File: config.mk
export PLATFORM = sky130hd
export DESIGN_NAME = des_iter_core
export DESIGN_NICKNAME = d
export VERILOG_FILES = /design/src/rtl/des_iter_core.sv
export SDC_FILE = /design/constraint.sdc
export NUM_CORES = 1
export LEC_CHECK = 0
export ABC_AREA = 0
export CAP_MARGIN = 20
export CORE_MARGIN = 4
export CORE_UTILIZATION = 55
export DETAILED_ROUTE_END_ITERATION = 7
export GPL_TIMING_DRIVEN = 0
export HOLD_SLACK_MARGIN = 0.06
export PLACE_DENSITY_LB_ADDON = 0.1
export SYNTH_ARGS = -nofsm -noshare
export SYNTH_HDL_FRONTEND = slang
export SYNTH_SLANG_ARGS = --single-unit
File: constraint.sdc
create_clock -name clock -period 3.4 [get_ports clock]
set_input_delay 0.51 -clock clock [delete_from_list [all_inputs] [get_ports clock]]
set_output_delay 0.51 -clock clock [all_outputs]
set_load 0.01 [all_outputs]
File: src/rtl/des_iter_core.sv
// des_iter_core: iterative DES data path. One shared Feistel round is reused
// over 16 clocks between IP and FP. Round keys come from an external key
// scheduler, which reads key_round and must present the matching round_key
// in the same cycle. Encrypt and decrypt differ only in key order.
//
// Ports:
//   clock      in   rising-edge clock
//   reset_n    in   asynchronous active-low reset
//   start      in   begin a block (sampled only while idle)
//   din        in   [0:63] input block, bit 0 = DES bit 1
//   round_key  in   [0:47] key for the round on key_round
//   key_round  out  [4:0] round being computed (1..16), 0 when idle
//   busy       out  high while rounds 1..16 are in progress
//   done       out  one-cycle pulse when dout updates
//   dout       out  [0:63] FP of the round-16 result, held until next block
//   round_data out  [0:63] state register tap (DES_ITER_CORE_TAP_EN only)
//
// Build option: define DES_ITER_CORE_TAP_EN to add the round_data port.
//
// state  | meaning
// S_IDLE | waiting for start; key_round = 0
// S_RUN  | computing round key_round (1..16); round 16 returns to S_IDLE
module des_iter_core (
  input  logic        clock,
  input  logic        reset_n,
  input  logic        start,
  input  logic [0:63] din,
  input  logic [0:47] round_key,
  output logic [4:0]  key_round,
  output logic        busy,
  output logic        done,
  output logic [0:63] dout
`ifdef DES_ITER_CORE_TAP_EN
  ,
  output logic [0:63] round_data
`endif
);

  localparam int IP_T [64] = '{
    58, 50, 42, 34, 26, 18, 10, 2, 60, 52, 44, 36, 28, 20, 12, 4,
    62, 54, 46, 38, 30, 22, 14, 6, 64, 56, 48, 40, 32, 24, 16, 8,
    57, 49, 41, 33, 25, 17,  9, 1, 59, 51, 43, 35, 27, 19, 11, 3,
    61, 53, 45, 37, 29, 21, 13, 5, 63, 55, 47, 39, 31, 23, 15, 7};

  localparam int FP_T [64] = '{
    40, 8, 48, 16, 56, 24, 64, 32, 39, 7, 47, 15, 55, 23, 63, 31,
    38, 6, 46, 14, 54, 22, 62, 30, 37, 5, 45, 13, 53, 21, 61, 29,
    36, 4, 44, 12, 52, 20, 60, 28, 35, 3, 43, 11, 51, 19, 59, 27,
    34, 2, 42, 10, 50, 18, 58, 26, 33, 1, 41,  9, 49, 17, 57, 25};

  localparam int E_T [48] = '{
    32,  1,  2,  3,  4,  5,  4,  5,  6,  7,  8,  9,
     8,  9, 10, 11, 12, 13, 12, 13, 14, 15, 16, 17,
    16, 17, 18, 19, 20, 21, 20, 21, 22, 23, 24, 25,
    24, 25, 26, 27, 28, 29, 28, 29, 30, 31, 32,  1};

  localparam int P_T [32] = '{
    16,  7, 20, 21, 29, 12, 28, 17,  1, 15, 23, 26,  5, 18, 31, 10,
     2,  8, 24, 14, 32, 27,  3,  9, 19, 13, 30,  6, 22, 11,  4, 25};

  // Each S-box is 64 nibbles, rows 0..3 of 16 columns, MSB nibble first.
  localparam logic [0:255] SBOX [8] = '{
    256'hE4D12FB83A6C5907_0F74E2D1A6CB9538_41E8D62BFC973A50_FC8249175B3EA06D,
    256'hF18E6B34972DC05A_3D47F28EC01A69B5_0E7BA4D158C6932F_D8A13F42B67C05E9,
    256'hA09E63F51DC7B428_D709346A285ECBF1_D6498F30B12C5AE7_1AD069874FE3B52C,
    256'h7DE3069A1285BC4F_D8B56F03472C1AE9_A690CB7DF13E5284_3F06A1D8945BC72E,
    256'h2C417AB6853FD0E9_EB2C47D150FA3986_421BAD78F9C5630E_B8C71E2D6F09A453,
    256'hC1AF92680D34E75B_AF427C9561DE0B38_9EF528C3704A1DB6_432C95FABE17608D,
    256'h4B2EF08D3C975A61_D0B7491AE35C2F86_14BDC37EAF680592_6BD814A7950FE23C,
    256'hD2846FB1A93E50C7_1FD8A374C56B0E92_7B419CE206ADF358_21E74A8DFC90356B};

  function automatic logic [0:63] perm_ip(input logic [0:63] x);
    logic [0:63] y;
    y = '0;
    for (int i = 0; i < 64; i++) y[i] = x[IP_T[i] - 1];
    return y;
  endfunction

  function automatic logic [0:63] perm_fp(input logic [0:63] x);
    logic [0:63] y;
    y = '0;
    for (int i = 0; i < 64; i++) y[i] = x[FP_T[i] - 1];
    return y;
  endfunction

  function automatic logic [0:31] f_func(input logic [0:31] r, input logic [0:47] k);
    logic [0:47] x;
    logic [0:31] s;
    logic [0:31] y;
    logic [0:5]  six;
    int          n;
    x = '0;
    s = '0;
    y = '0;
    for (int i = 0; i < 48; i++) x[i] = r[E_T[i] - 1];
    x = x ^ k;
    for (int b = 0; b < 8; b++) begin
      six = x[6*b +: 6];
      // row = {b0,b5}, column = b1..b4
      n = {26'd0, six[0], six[5], six[1:4]};
      s[4*b +: 4] = SBOX[b][4*n +: 4];
    end
    for (int i = 0; i < 32; i++) y[i] = s[P_T[i] - 1];
    return y;
  endfunction

  typedef enum logic {S_IDLE = 1'b0, S_RUN = 1'b1} fsm_t;

  fsm_t        fsm_q, fsm_d;
  logic [4:0]  round_q, round_d;
  logic [0:63] state_q, state_d;
  logic [0:63] dout_q, dout_d;
  logic        done_q, done_d;
  logic [0:31] f_out;
  logic [0:31] l_next;

  // The single shared round: f on the right half with the current round key.
  assign f_out  = f_func(state_q[32:63], round_key);
  assign l_next = state_q[0:31] ^ f_out;

  always_ff @(posedge clock or negedge reset_n) begin
    if (!reset_n) begin
      fsm_q   <= S_IDLE;
      round_q <= 5'd0;
      state_q <= '0;
      dout_q  <= '0;
      done_q  <= 1'b0;
    end else begin
      fsm_q   <= fsm_d;
      round_q <= round_d;
      state_q <= state_d;
      dout_q  <= dout_d;
      done_q  <= done_d;
    end
  end

  always_comb begin
    fsm_d   = fsm_q;
    round_d = round_q;
    state_d = state_q;
    dout_d  = dout_q;
    done_d  = 1'b0;
    case (fsm_q)
      S_IDLE: begin
        if (start) begin
          state_d = perm_ip(din);
          round_d = 5'd1;
          fsm_d   = S_RUN;
        end
      end
      S_RUN: begin
        if (round_q == 5'd16) begin
          // Last round keeps the halves unswapped (R16 L16 ordering for FP).
          state_d = {l_next, state_q[32:63]};
          dout_d  = perm_fp({l_next, state_q[32:63]});
          done_d  = 1'b1;
          round_d = 5'd0;
          fsm_d   = S_IDLE;
        end else begin
          state_d = {state_q[32:63], l_next};
          round_d = round_q + 5'd1;
        end
      end
      default: fsm_d = S_IDLE;
    endcase
  end

  assign key_round = round_q;
  assign busy      = (fsm_q == S_RUN);
  assign done      = done_q;
  assign dout      = dout_q;

`ifdef DES_ITER_CORE_TAP_EN
  assign round_data = state_q;
`endif

endmodule

==> out/results.ini <==
[run_status]
status = finished clean

[global_routing]
grt_pass1_wl_um = 66500
grt_pass1_vias = 11800
grt_max_degree = 74
grtUsageTotal_pct = 34.9
grt_overflow = 0
antenna_found_initial = 0

[worst_setup_path]
crit_required_ns = 3.67
r2r_start = key_round[0]$_DFFE_PN0P_
cp-startpoint = round_key[27]
crit_arrival_ns = 3.53
reg2reg_depth = 9
endpoint = state_q[45]$_DFFE_PN0P_
crit_type = in -> reg
cp_max_fo = 10
worst_r2r_endpoint = dout[24]$_DFFE_PN0P_
worstSetupStartpointType = input port
rrSetupSlack_ns = 0.18
cp-end-kind = flop

[detailed_routing]
viasPerCell = 6.39
initialDrtViolationCount = 1705
num_vias = 12700
remaining_drc_errors = 0
ant_nets = 0
wire_per_inst_um = 22.2
drtPass1Iterations = 6
finalWirelength_um = 44200

[cts]
clkSlewWorstSetupHoldPaths_ns = 0.06
cts_root_buffer = clkbuf_16
cts_tree = yes
clkSinkCount = 135
cts_buffer_depth = 2
numCtsBuffers = 17
insertion_delay_ns = 0.43
ctsHtreeMaxLevel = 4

[finish]
final_nets = 1879
post-route-util_pct = 69.4
antenna_cells = 0
multi_input_area_mm2 = 0.00822
register_area_mm2 = 0.00338
final_common_cell = nand2_1
area_growth_syn_to_layout_pct = 23.8
drive_gt1_share_pct = 8.93
nFillCells = 1818
most-common-layout-cells = nand2_1 (236), clkdlybuf4s50_1 (184), dfrtp_1 (134), a21oi_1 (114), o21ai_0 (87)

[die]
die_w_um = 157
core_mm2 = 0.0218
die_area_mm2 = 0.0247
io_pins = 186
die_h_um = 157
initial_utilization_pct = 56.0
rows = 54

[synthesis]
synth.yosys.warnings = 0
syn_nets = 1669
async_flop_share_pct = 100
ys_seq_area_share_pct = 27.6
ys.flop_type = dfrtp_1
ys_ff_latch = 135
synth_area_mm2 = 0.0122
syn_area_per_cell_um2 = 8.21
synth_cell_types = 81
synth_edf_count = 0
synthCells = 1490

[timing]
maxSlewViolCount = 0
setup_viol = 0
timing.final.crit_share_pct = 96.0
fin_setup_tns_ns = 0
skew_ns = 0.00842
max-slew-margin-rel_pct = 43.3
rsz0062_at_grt = false
clock.fmax_mhz = 307
tightest_slew_ns = 0.850
hold_violations = 0
finalCriticalPeriod_ns = 3.26

[placement]
gp_congestion = 0.972
io_buffers = 185
dp_hpwl_um = 32500

[pwr]
powerDensity_mw_per_mm2 = 1270
leakage_nw = 6.25
peakVddDrop_mv = 0.691

[min_path]
worstHoldPathType = in -> async

[run]
cap_violations = 0

worst min-delay path by stage:
stage | start | slack (ns) | depth (start not counted) | to
2_1_floorplan | reset_n | 0.21 | 0 | busy$_DFF_PN0_
3_3_place_gp | dout[56]$_DFFE_PN0P_ | 0.46 | 2 | dout[56]$_DFFE_PN0P_
3_5_place_dp | dout[2]$_DFFE_PN0P_ | 0.46 | 2 | dout[2]$_DFFE_PN0P_
4_1_cts | reset_n | 0.10 | 1 | dout[45]$_DFFE_PN0P_
5_1_grt | reset_n | 0.12 | 1 | state_q[10]$_DFFE_PN0P_
6_report | reset_n | 0.08 | 1 | state_q[18]$_DFFE_PN0P_
per-stage QoR:
| stage | cells | hold WS, ns | setup slack [ns] | cell area (um2) | power, mW |
|---|---|---|---|---|---|
| after global placement | 1955 | 0.461 | -3.79 | 14400 | 16.8 |
| after global routing | 1993 | 0.121 | 0.0163 | 15100 | 20.6 |
| after floorplan | 1490 | 0.214 | 0.612 | 12200 | 13.0 |
| after detailed placement | 1956 | 0.461 | -0.486 | 14500 | 17.0 |
| final | 1993 | 0.0777 | 0.137 | 15100 | 19.3 |
| after CTS | 1988 | 0.103 | 0.0558 | 15100 | 18.9 |
report_power, final:
group          leakage (nW)  internal (mW)  total [mW]  switching [mW]
logic                  4.34           5.89        14.1            8.25
registers              1.63           2.50        3.28           0.782
clock network         0.277           1.08        1.87           0.782
total                  6.25           9.47        19.3            9.82
layer usage:
layer | track usage [%] | vias to the layer above | wire length (um)
met5 | 0 | - | 0
li1 | - | 5744 | -
met1 | 48.3 | 6009 | 17300
met2 | 53.1 | 838 | 19600
met3 | 7.73 | 138 | 5230
met4 | 14.8 | 0 | 2090
final cells by class:
class                   count  area share (%)
repair buffers            191            12.7
clock inverters            14           0.991
flip-flops and latches    135            22.3
multi-input cells        1188            54.3
clock buffers              18            2.83
well taps                 280            2.31
inverters                  60            1.49
plain buffers             107            3.11
flip-flops by register name, indices dropped and copies added (netlist names):
signal     flops
dout          64
state_q       64
key_round      5
busy           1
done           1
cells in the mapped netlist, types with 5 or more instances:
master	instances	area, um2
mux2i_1	31	310
o22ai_1	20	125
o211ai_1	21	158
buf_2	29	145
nor3_1	40	200
a2111oi_0	6	52.6
o311ai_0	5	43.8
o21a_1	15	113
nor3b_1	52	390
ha_1	64	801
a211oi_1	40	300
nand3_1	46	230
nor2b_1	9	56.3
mux4_2	16	360
o2111ai_1	12	105
a31oi_1	17	106
xnor2_2	10	163
a21oi_1	114	571
inv_1	53	199
a221oi_1	9	78.8
nor2_1	86	323
nand2_1	236	886
o32ai_1	5	43.8
clkbuf_1	65	244
o21ai_1	14	70.1
buf_1	5	18.8
xor2_2	12	195
inv_2	6	22.5
xor2_1	36	315
xnor2_1	86	753
dfrtp_1	135	3380
o221ai_1	6	52.6
buf_4	7	52.6
o21ai_0	87	435
o22a_1	13	114
logic make-up (layout without fill, tap and decap cells):
group / count (synthesis) / after routing / synth area share, %
compound gates: 435 / 435 / 23.4
xor+xnor: 146 / 146 / 12.1
fa+ha+maj: 64 / 64 / 6.55
buf+inv: 167 / 390 / 5.70
flops: 135 / 135 / 27.6
mux: 53 / 53 / 6.16
simple gates: 490 / 490 / 18.4
worst max-delay path, stage by stage:
cell             delay [ns]
clkdlybuf4s50_1        0.57
xor2_4                 0.31
ha_1                   0.30
clkbuf_1               0.24
mux2i_1                0.23
nand2_1                0.10
nor4b_1                0.16
or4_1                  0.62
xnor2_1                0.32
o221ai_1               0.17
what timing repair did:
item | 4_1_cts | 5_1_grt
pin swaps | 0 | 2
endpoints found under the setup margin | 3 | 15
hold buffers | 0 | 0
gates resized for setup | 2 | 7
setup buffers | 0 | 5
Note: power is estimated with default switching activity, not from simulation.
